File: src/rtl/grey_stream_packer.sv
`default_nettype none
// ============================================================================
// Module   : grey_stream_packer
// Brief    : Packs a stream of 8-bit greyscale pixels into 32-bit words,
//            little-endian by lane, with a byte-keep mask and frame-last flag.
//            Words leave through a 2-entry output FIFO whose head drives the
//            output port directly, so in_* never reaches out_* in one cycle.
// Revision : 1.0 - initial release
// ============================================================================
module grey_stream_packer #(
  parameter logic [7:0] PAD_BYTE = 8'h00
) (
  input  logic        clk,
  input  logic        rst_n,
  input  logic [7:0]  in_pixel,
  input  logic        in_valid,
  input  logic        in_last,
  output logic        in_ready,
  output logic [31:0] out_data,
  output logic [3:0]  out_keep,
  output logic        out_last,
  output logic        out_valid,
  input  logic        out_ready,
  output logic        frame_done
);

  localparam int unsigned DEPTH = 2;

  // Assembly state: next lane to fill and the partially built word.
  logic [1:0]  lane_q;
  logic [31:0] asm_q;

  // Output FIFO storage and bookkeeping.
  logic [31:0] fifo_data_q [DEPTH];
  logic [3:0]  fifo_keep_q [DEPTH];
  logic        fifo_last_q [DEPTH];
  logic        wr_ptr_q;
  logic        rd_ptr_q;
  logic [1:0]  count_q;
  logic [1:0]  count_d;
  logic        frame_done_q;

  // Handshake decodes.
  logic        accept;
  logic        push;
  logic        pop;
  logic [31:0] push_word;
  logic [3:0]  push_keep;

  // Ready depends only on reset and FIFO occupancy, never on out_ready.
  assign in_ready  = rst_n & (count_q != 2'd2);
  assign out_valid = (count_q != 2'd0);
  assign out_data  = fifo_data_q[rd_ptr_q];
  assign out_keep  = fifo_keep_q[rd_ptr_q];
  assign out_last  = fifo_last_q[rd_ptr_q];
  assign frame_done = frame_done_q;

  assign accept = in_valid & in_ready;
  assign push   = accept & ((lane_q == 2'd3) | in_last);
  assign pop    = out_valid & out_ready;

  // Word that would be pushed this cycle: current assembly plus the incoming pixel.
  always_comb begin
    push_word = asm_q;
    push_word[{lane_q, 3'b000} +: 8] = in_pixel;
    push_keep = {(lane_q == 2'd3), (lane_q >= 2'd2), (lane_q >= 2'd1), 1'b1};
  end

  // Occupancy update; push and pop together leave it unchanged.
  always_comb begin
    count_d = count_q;
    case ({push, pop})
      2'b10:   count_d = count_q + 2'd1;
      2'b01:   count_d = count_q - 2'd1;
      default: count_d = count_q;
    endcase
  end

  // Pixel assembly: fill lanes in order, restart from pad on every push.
  always_ff @(posedge clk) begin
    if (!rst_n) begin
      lane_q <= 2'd0;
      asm_q  <= {4{PAD_BYTE}};
    end else if (push) begin
      lane_q <= 2'd0;
      asm_q  <= {4{PAD_BYTE}};
    end else if (accept) begin
      lane_q <= lane_q + 2'd1;
      asm_q  <= push_word;
    end
  end

  // Output FIFO: storage write on push, pointer/occupancy update on push/pop.
  always_ff @(posedge clk) begin
    if (!rst_n) begin
      for (int i = 0; i < DEPTH; i++) begin
        fifo_data_q[i] <= 32'h0;
        fifo_keep_q[i] <= 4'h0;
        fifo_last_q[i] <= 1'b0;
      end
      wr_ptr_q <= 1'b0;
      rd_ptr_q <= 1'b0;
      count_q  <= 2'd0;
    end else begin
      if (push) begin
        fifo_data_q[wr_ptr_q] <= push_word;
        fifo_keep_q[wr_ptr_q] <= push_keep;
        fifo_last_q[wr_ptr_q] <= in_last;
        wr_ptr_q              <= ~wr_ptr_q;
      end
      if (pop) begin
        rd_ptr_q <= ~rd_ptr_q;
      end
      count_q <= count_d;
    end
  end

  // One-cycle pulse after the frame's final word leaves.
  always_ff @(posedge clk) begin
    if (!rst_n) begin
      frame_done_q <= 1'b0;
    end else begin
      frame_done_q <= pop & out_last;
    end
  end

endmodule
`default_nettype wire

File: config.mk
export PLATFORM = sky130hd
export DESIGN_NAME = grey_stream_packer
export DESIGN_NICKNAME = d
export VERILOG_FILES = /design/src/rtl/grey_stream_packer.sv
export SDC_FILE = /design/constraint.sdc
export NUM_CORES = 1
export LEC_CHECK = 0
export BUFFER_PORTS_ARGS = -buffer_cell sky130_fd_sc_hd__buf_4
export CORE_ASPECT_RATIO = 1.4
export CORE_MARGIN = 2
export CORE_UTILIZATION = 50
export CTS_CLUSTER_SIZE = 24
export DETAILED_ROUTE_END_ITERATION = 6
export PLACE_DENSITY_LB_ADDON = 0.12
export SLEW_MARGIN = 20
export SYNTH_ARGS = -nofsm -noshare
export SYNTH_HDL_FRONTEND = slang
export SYNTH_SLANG_ARGS = --single-unit
File: constraint.sdc
create_clock -name clk -period 2.9 [get_ports clk]
set_input_delay 0.435 -clock clk [delete_from_list [all_inputs] [get_ports clk]]
set_output_delay 0.435 -clock clk [all_outputs]
set_load 0.03 [all_outputs]
==> impl_metrics.csv, run 1 <==
group,metric,value,unit
sta,hold_viol,0,
synth,ys.warnings.count,0,
sta,max_slew_margin,55.6,%
power_and_ir_drop,powerDensity,734,nW/um^2
grt,grt_pass1_wl,17.9,mm
detailed_routing,routed_wl,11.1,mm
detailed_routing,avgRoutedWirePerCell,17.1,microns
sta,worst_clock_skew,6.05,ps
cts,cts_hold_buf,0,
synth,yosysSeqAreaShare,57.7,%
grt,grt_usage,20.6,%
power_and_ir_drop,irDropWorstVdd,466,uV
sta,max_freq,0.447,GHz
worst_setup_path,cpMostUsedCell,"buf_4",
cts,cts_root_buf,"clkbuf_16",
worst_setup_path,worstSetupPathType,"reg2out",
die,core_area,10000,sq um
sta,fin_crit_sh,77.1,%
cts,post_cts.repair.setup_buffers,0,
synth,synth_area,5170,sq um
power_and_ir_drop,p_leak,2.28,nW
worst_setup_path,ff2ff_setup_slack,720,ps
synth,yosysMostFrequentCell,"nor2_1",
sta,rsz0062_at_grt,"false",
die,die_y,124,microns
detailed_routing,detail-route-antenna-nets,0,
cts,cts.sinks,114,
die,initial_core_util,51.6,%
worst_setup_path,end_kind,"primary output",
die,placementRows,43,
grt,grt-ovfl-total,0,
grt,grt_max_degree,40,
synth,ys_ff_latch,114,
worst_setup_path,critPathMaxStageDelay,450,ps
cts,cts_max_path_buffers,2,
place,portBuffers,52,
worst_hold_path,min_path_type,"in2reg",
grt,grt_pass1_vias,3471,
synth,synth_top_area_share,40.7,%
worst_hold_path,hold_start,"in_last",
synth,synthTopCellsByArea,"edfxtp_1 (41%), dfxtp_1 (17%), mux2_2 (8.1%)",
sta,fin_crit,2240,ps
sta,finalSetupViolations,0,
worst_setup_path,worstPathMaxFanout,37,
detailed_routing,first_pass_iters,4,
place,gp_congestion,0.792,
synth,synth_common_cells,"nor2_1 (97), edfxtp_1 (70), dfxtp_1 (44)",
run_status,status,"finished, final reports clean",
worst_setup_path,critical-path-top-delay-family,"buffers and inverters",
grt,grt_antenna_before_repair,0,
worst_setup_path,crit_chain,"buf_4, mux2_2, buf_4",
cts,numCtsBuffers,17,
worst_setup_path,critPathBufInv,2,
layout,nNetsFinal,524,
detailed_routing,vias_per_cell,5.48,
layout,postLayoutCoreUtil,61.1,%
cts,cts_tree,"done",
worst_hold_path,hold_end,"fifo_last_q[0]",
worst_setup_path,worstPathRequired,2470,ps
synth,ys.flop_type,"edfxtp_1",
worst_setup_path,r2r_end,"fifo_data_q[0][26]",
worst_setup_path,cp_slowest_cell,"buf_4",
worst_setup_path,cp_num_cells,3,
worst_hold_path,holdPathStages,3,
layout,diodes,0,
sta,hold_slack,320,ps
sta,drv_slew,0,
die,num_io_pins,53,
flow_run,maxCapViolations,0,
worst_setup_path,rr_startpoint,"lane_q[0]",
synth,synth_edf_count,70,
synth,yosysTopAreaCell,"edfxtp_1",
synth,synthesis.nets,484,
die,fp.dieW,89.9,microns
cts,clkSlewWorstSetupHoldPaths,50,ps
layout,syn_to_final_growth,18.4,%
die,die_area,11200,sq um
synth,syn_area_per_cell,11.2,sq um
synth,syn_inst,463,
detailed_routing,drt_iter0_markers,275,
cts,h-tree-depth,4,
detailed_routing,num_vias,3567,
synth,ys_async_sr_fraction,0,%
detailed_routing,drc,0,
place,hpwl,6.90,mm
synth,yosysUniqueCellTypes,37,
cts,post_cts_resized,0,
worst_setup_path,rr_worst_depth,6,
sta,setup_tns,0,ps
layout,drive_gt1_share,26.2,%
sta,tightest_slew,666,ps
worst_setup_path,critPathArrivalTime,1800,ps
power_and_ir_drop,p_total,4.49,mW
worst_setup_path,start_kind,"flop",
cts,clock_latency,400,ps
==> state kept, by name (all words and copies together), names as in the netlist, named ones only <==
name / flops
asm_q: 32
count_q: 2
fifo_data_q: 64
fifo_keep_q: 8
fifo_last_q: 2
frame_done: 1
lane_q: 2
rd_ptr_q: 1
wr_ptr_q: 1
==> worst min-delay path, cell delays in order <==
cell	delay, ps
buf_4	90
inv_1	50
o21ai_1	110
==> cells by family (layout without fill, tap and decap cells) <==
group,after synthesis,count (layout),share of synthesized area [%]
AO/OA/AOI/OAI,70,70,9.23
XOR/XNOR,4,4,0.678
adder cells (fa/ha/maj),8,8,1.94
buffers and inverters,45,98,5.23
flip-flops,114,114,57.7
multiplexers,39,39,8.45
AND/OR/NAND/NOR,183,183,16.7
==> metal layers <==
metal	up-vias	track usage, %	part of all wire (%)
met2	108	34.3	51
li1	1722	-	-
met3	23	4.11	5.2
met4	0	10.0	2.7
met5	-	0	0
met1	1714	25.6	41
==> cells in the final DEF, fill, tap and decap left out, types with 2 or more instances in the layout <==
cell       netlist  layout
mux2i_1          2       2
edfxtp_1        70      70
bufinv_16        0       3
and2_1           7       7
nor2_1          97      97
a21oi_2          7       7
a31oi_1          8       8
buf_4           11      61
nand4_1         10      10
clkbuf_1         9       2
o21ai_0          2       2
and4b_1          2       2
clkbuf_16        0      17
inv_1            5       5
clkinv_1         0       3
nand2_1         18      18
dfxtp_1         44      44
nand3_1          9       9
xnor2_1          3       3
ha_1             8       8
a21oi_1         27      27
mux2_2          37      37
and3_1           3       3
clkinv_2         0       5
a32oi_1         22      22
nor2b_1         30      30
==> per-stage QoR <==
step | worst slack (ps) | cells | instance area (sq um)
finish | 664 | 651 | 6120
detailed placement | 757 | 619 | 5540
global route | 568 | 651 | 6120
floorplan | 432 | 463 | 5170
CTS | 636 | 651 | 6120
global placement | 794 | 619 | 5540
==> cell type report <==
type	count	area, sq um
clock buffer	19	433
clock inverter	13	143
multi-input combinational	304	1910
fill	845	3890
tap	135	169
timing repair buffer	61	458
sequential	114	2980
inverter	5	18.8
==> where the power goes <==
part / switching, mW / internal [mW] / leakage [nW]
combinational: 0.415 / 0.249 / 0.916
sequential: 0.0236 / 1.79 / 1.08
clock: 0.689 / 1.33 / 0.283
==> worst max path at each step <==
stage,from,end,slack [ps]
final,flop,out_data[31],660
after global routing,lane_q[0],fifo_data_q[1][23],570
after CTS,flop,out_data[31],640
after detailed placement,lane_q[0],fifo_data_q[0][26],760
after global placement,rst_n,count_q[1],790
after floorplan,lane_q[0],fifo_data_q[1][0],430
Power figures use the tool's default switching activity.
==> run 2: changes to the inputs <==
Clock period 2.9 ns to 1.9 ns, I/O delays scaled along.
==> impl_metrics.csv, run 2 (synthesis gave the netlist of run 1 again) <==
group,metric,value,unit
run_status,status,"finished, final reports clean",
power_and_ir_drop,p_leak,2.44,nW
layout,nNetsFinal,540,
grt,grt_pass1_wl,18.9,mm
cts,h-tree-depth,4,
detailed_routing,vias_per_cell,5.51,
worst_setup_path,end_kind,"primary output",
die,die_area,11200,sq um
sta,setup_tns,0,ps
worst_setup_path,worstPathMaxFanout,18,
worst_setup_path,critPathMaxStageDelay,410,ps
die,initial_core_util,51.6,%
layout,drive_gt1_share,29.5,%
sta,worst_clock_skew,7.71,ps
sta,hold_viol,0,
worst_setup_path,critPathArrivalTime,1570,ps
worst_setup_path,start_kind,"flop",
layout,largestRegisters,"fifo_data_q: 64 flops, asm_q: 32 flops, fifo_keep_q: 8 flops",
worst_setup_path,worstPathRequired,1620,ps
layout,regMostFlops,"fifo_data_q",
layout,final_cell_mix,"nor2_1 (97), edfxtp_1 (70), buf_4 (70), dfxtp_1 (42), mux2_2 (34)",
sta,rsz0062_at_grt,"true",
worst_setup_path,crit_chain,"clkbuf_16, mux2_2, buf_4",
grt,grt_max_degree,38,
sta,fin_crit,1860,ps
sta,drv_slew,0,
cts,clkSlewWorstSetupHoldPaths,50,ps
detailed_routing,num_vias,3672,
die,die_y,124,microns
place,portBuffers,52,
grt,grt_usage,21.7,%
place,gp_congestion,0.813,
cts,post_cts.repair.setup_buffers,0,
layout,diodes,0,
cts,numCtsBuffers,17,
layout,syn_to_final_growth,24.3,%
cts,clock_latency,400,ps
die,placementRows,43,
flow_run,maxCapViolations,0,
grt,grt_pass1_vias,3752,
grt,grt-ovfl-total,0,
grt,grt_antenna_before_repair,0,
layout,layout_commonest_cell,"nor2_1",
worst_setup_path,cp_slowest_cell,"dfxtp_2",
worst_setup_path,worstSetupPathType,"reg2out",
die,fp.dieW,89.9,microns
place,hpwl,7.30,mm
sta,finalSetupViolations,0,
layout,final_cells,667,
detailed_routing,first_pass_iters,4,
detailed_routing,drc,0,
die,num_io_pins,53,
sta,tightest_slew,523,ps
sta,max_freq,0.538,GHz
detailed_routing,detail-route-antenna-nets,0,
power_and_ir_drop,powerDensity,1130,nW/um^2
place,place_inst,634,
power_and_ir_drop,irDropWorstVdd,760,uV
cts,cts_max_path_buffers,2,
layout,largest_reg_flops,64,
sta,fin_crit_sh,97.8,%
cts,cts.sinks,114,
sta,hold_slack,156,ps
cts,cts_tree,"done",
cts,cts_root_buf,"clkbuf_16",
worst_hold_path,min_path_type,"in2reg",
cts,cts_hold_buf,0,
die,core_area,10000,sq um
detailed_routing,avgRoutedWirePerCell,17.7,microns
detailed_routing,drt_iter0_markers,213,
sta,max_slew_margin,65.1,%
detailed_routing,routed_wl,11.8,mm
[run 2: cell types whose count changed in the layout (fill, tap and decap cells not counted), sizes merged]
cell	change
bufinv	+2
buf	+15
clkinvlp	-1
clkinv	-2
clkbuf	+2
[run 2: final cells by class]
class / count / area [sq um]
inverter: 5 / 18.8
multi-input combinational: 304 / 1950
fill: 847 / 3580
tap: 135 / 169
sequential: 114 / 2990
timing repair buffer: 77 / 671
clock buffer: 20 / 447
clock inverter: 12 / 186
[run 2: path summary, 6_finish.rpt]
check                           slack, ps         startpoint           endpoint  cells after the start
worst min register to register        440  fifo_keep_q[0][0]  fifo_keep_q[0][0]                      2
worst min-delay path                  160            in_last     fifo_last_q[0]                      3
worst max-delay path                   40               flop        out_keep[3]                      3
worst max register to register         90          lane_q[1]  fifo_data_q[0][4]                      4
[run 2: power by group]
part / switching, mW / internal, mW / leakage [nW]
clock: 1.04 / 2.34 / 0.313
sequential: 0.0446 / 2.73 / 1.09
combinational: 0.655 / 0.450 / 1.04
[run 2: stage by stage]
| stage | utilization (%) | instance area, sq um | worst slack [ps] | power, mW |
|---|---|---|---|---|
| 5_1_grt | 64.2 | 6420 | -23.4 | 7.49 |
| 4_1_cts | 63.9 | 6390 | -4.17 | 7.28 |
| 3_3_place_gp | 57.4 | 5750 | 132 | 3.87 |
| 6_report | 64.2 | 6420 | 42.2 | 7.26 |
| 3_5_place_dp | 57.4 | 5750 | 94.5 | 3.89 |
| 2_1_floorplan | - | 5180 | 6.56 | 3.53 |
[run 2: what timing repair did]
action                                 CTS  global route
endpoints found under the hold margin    0             0
gates resized for setup                  3             4
setup endpoints to repair                3            64
cloned                                   0             1
[run 2: per-layer routing]
layer  GRT usage (%)  wire (microns)
met1            24.9            4790
met4            7.78             150
met5               0               0
met3            5.44             530
met2            39.2            6330
[run 2: worst max-delay path, delay by kind of cell, from the launching register on]
family	cells	cell delay [ps]
flip-flops	1	410
buffers and inverters	2	400
multiplexers	1	350
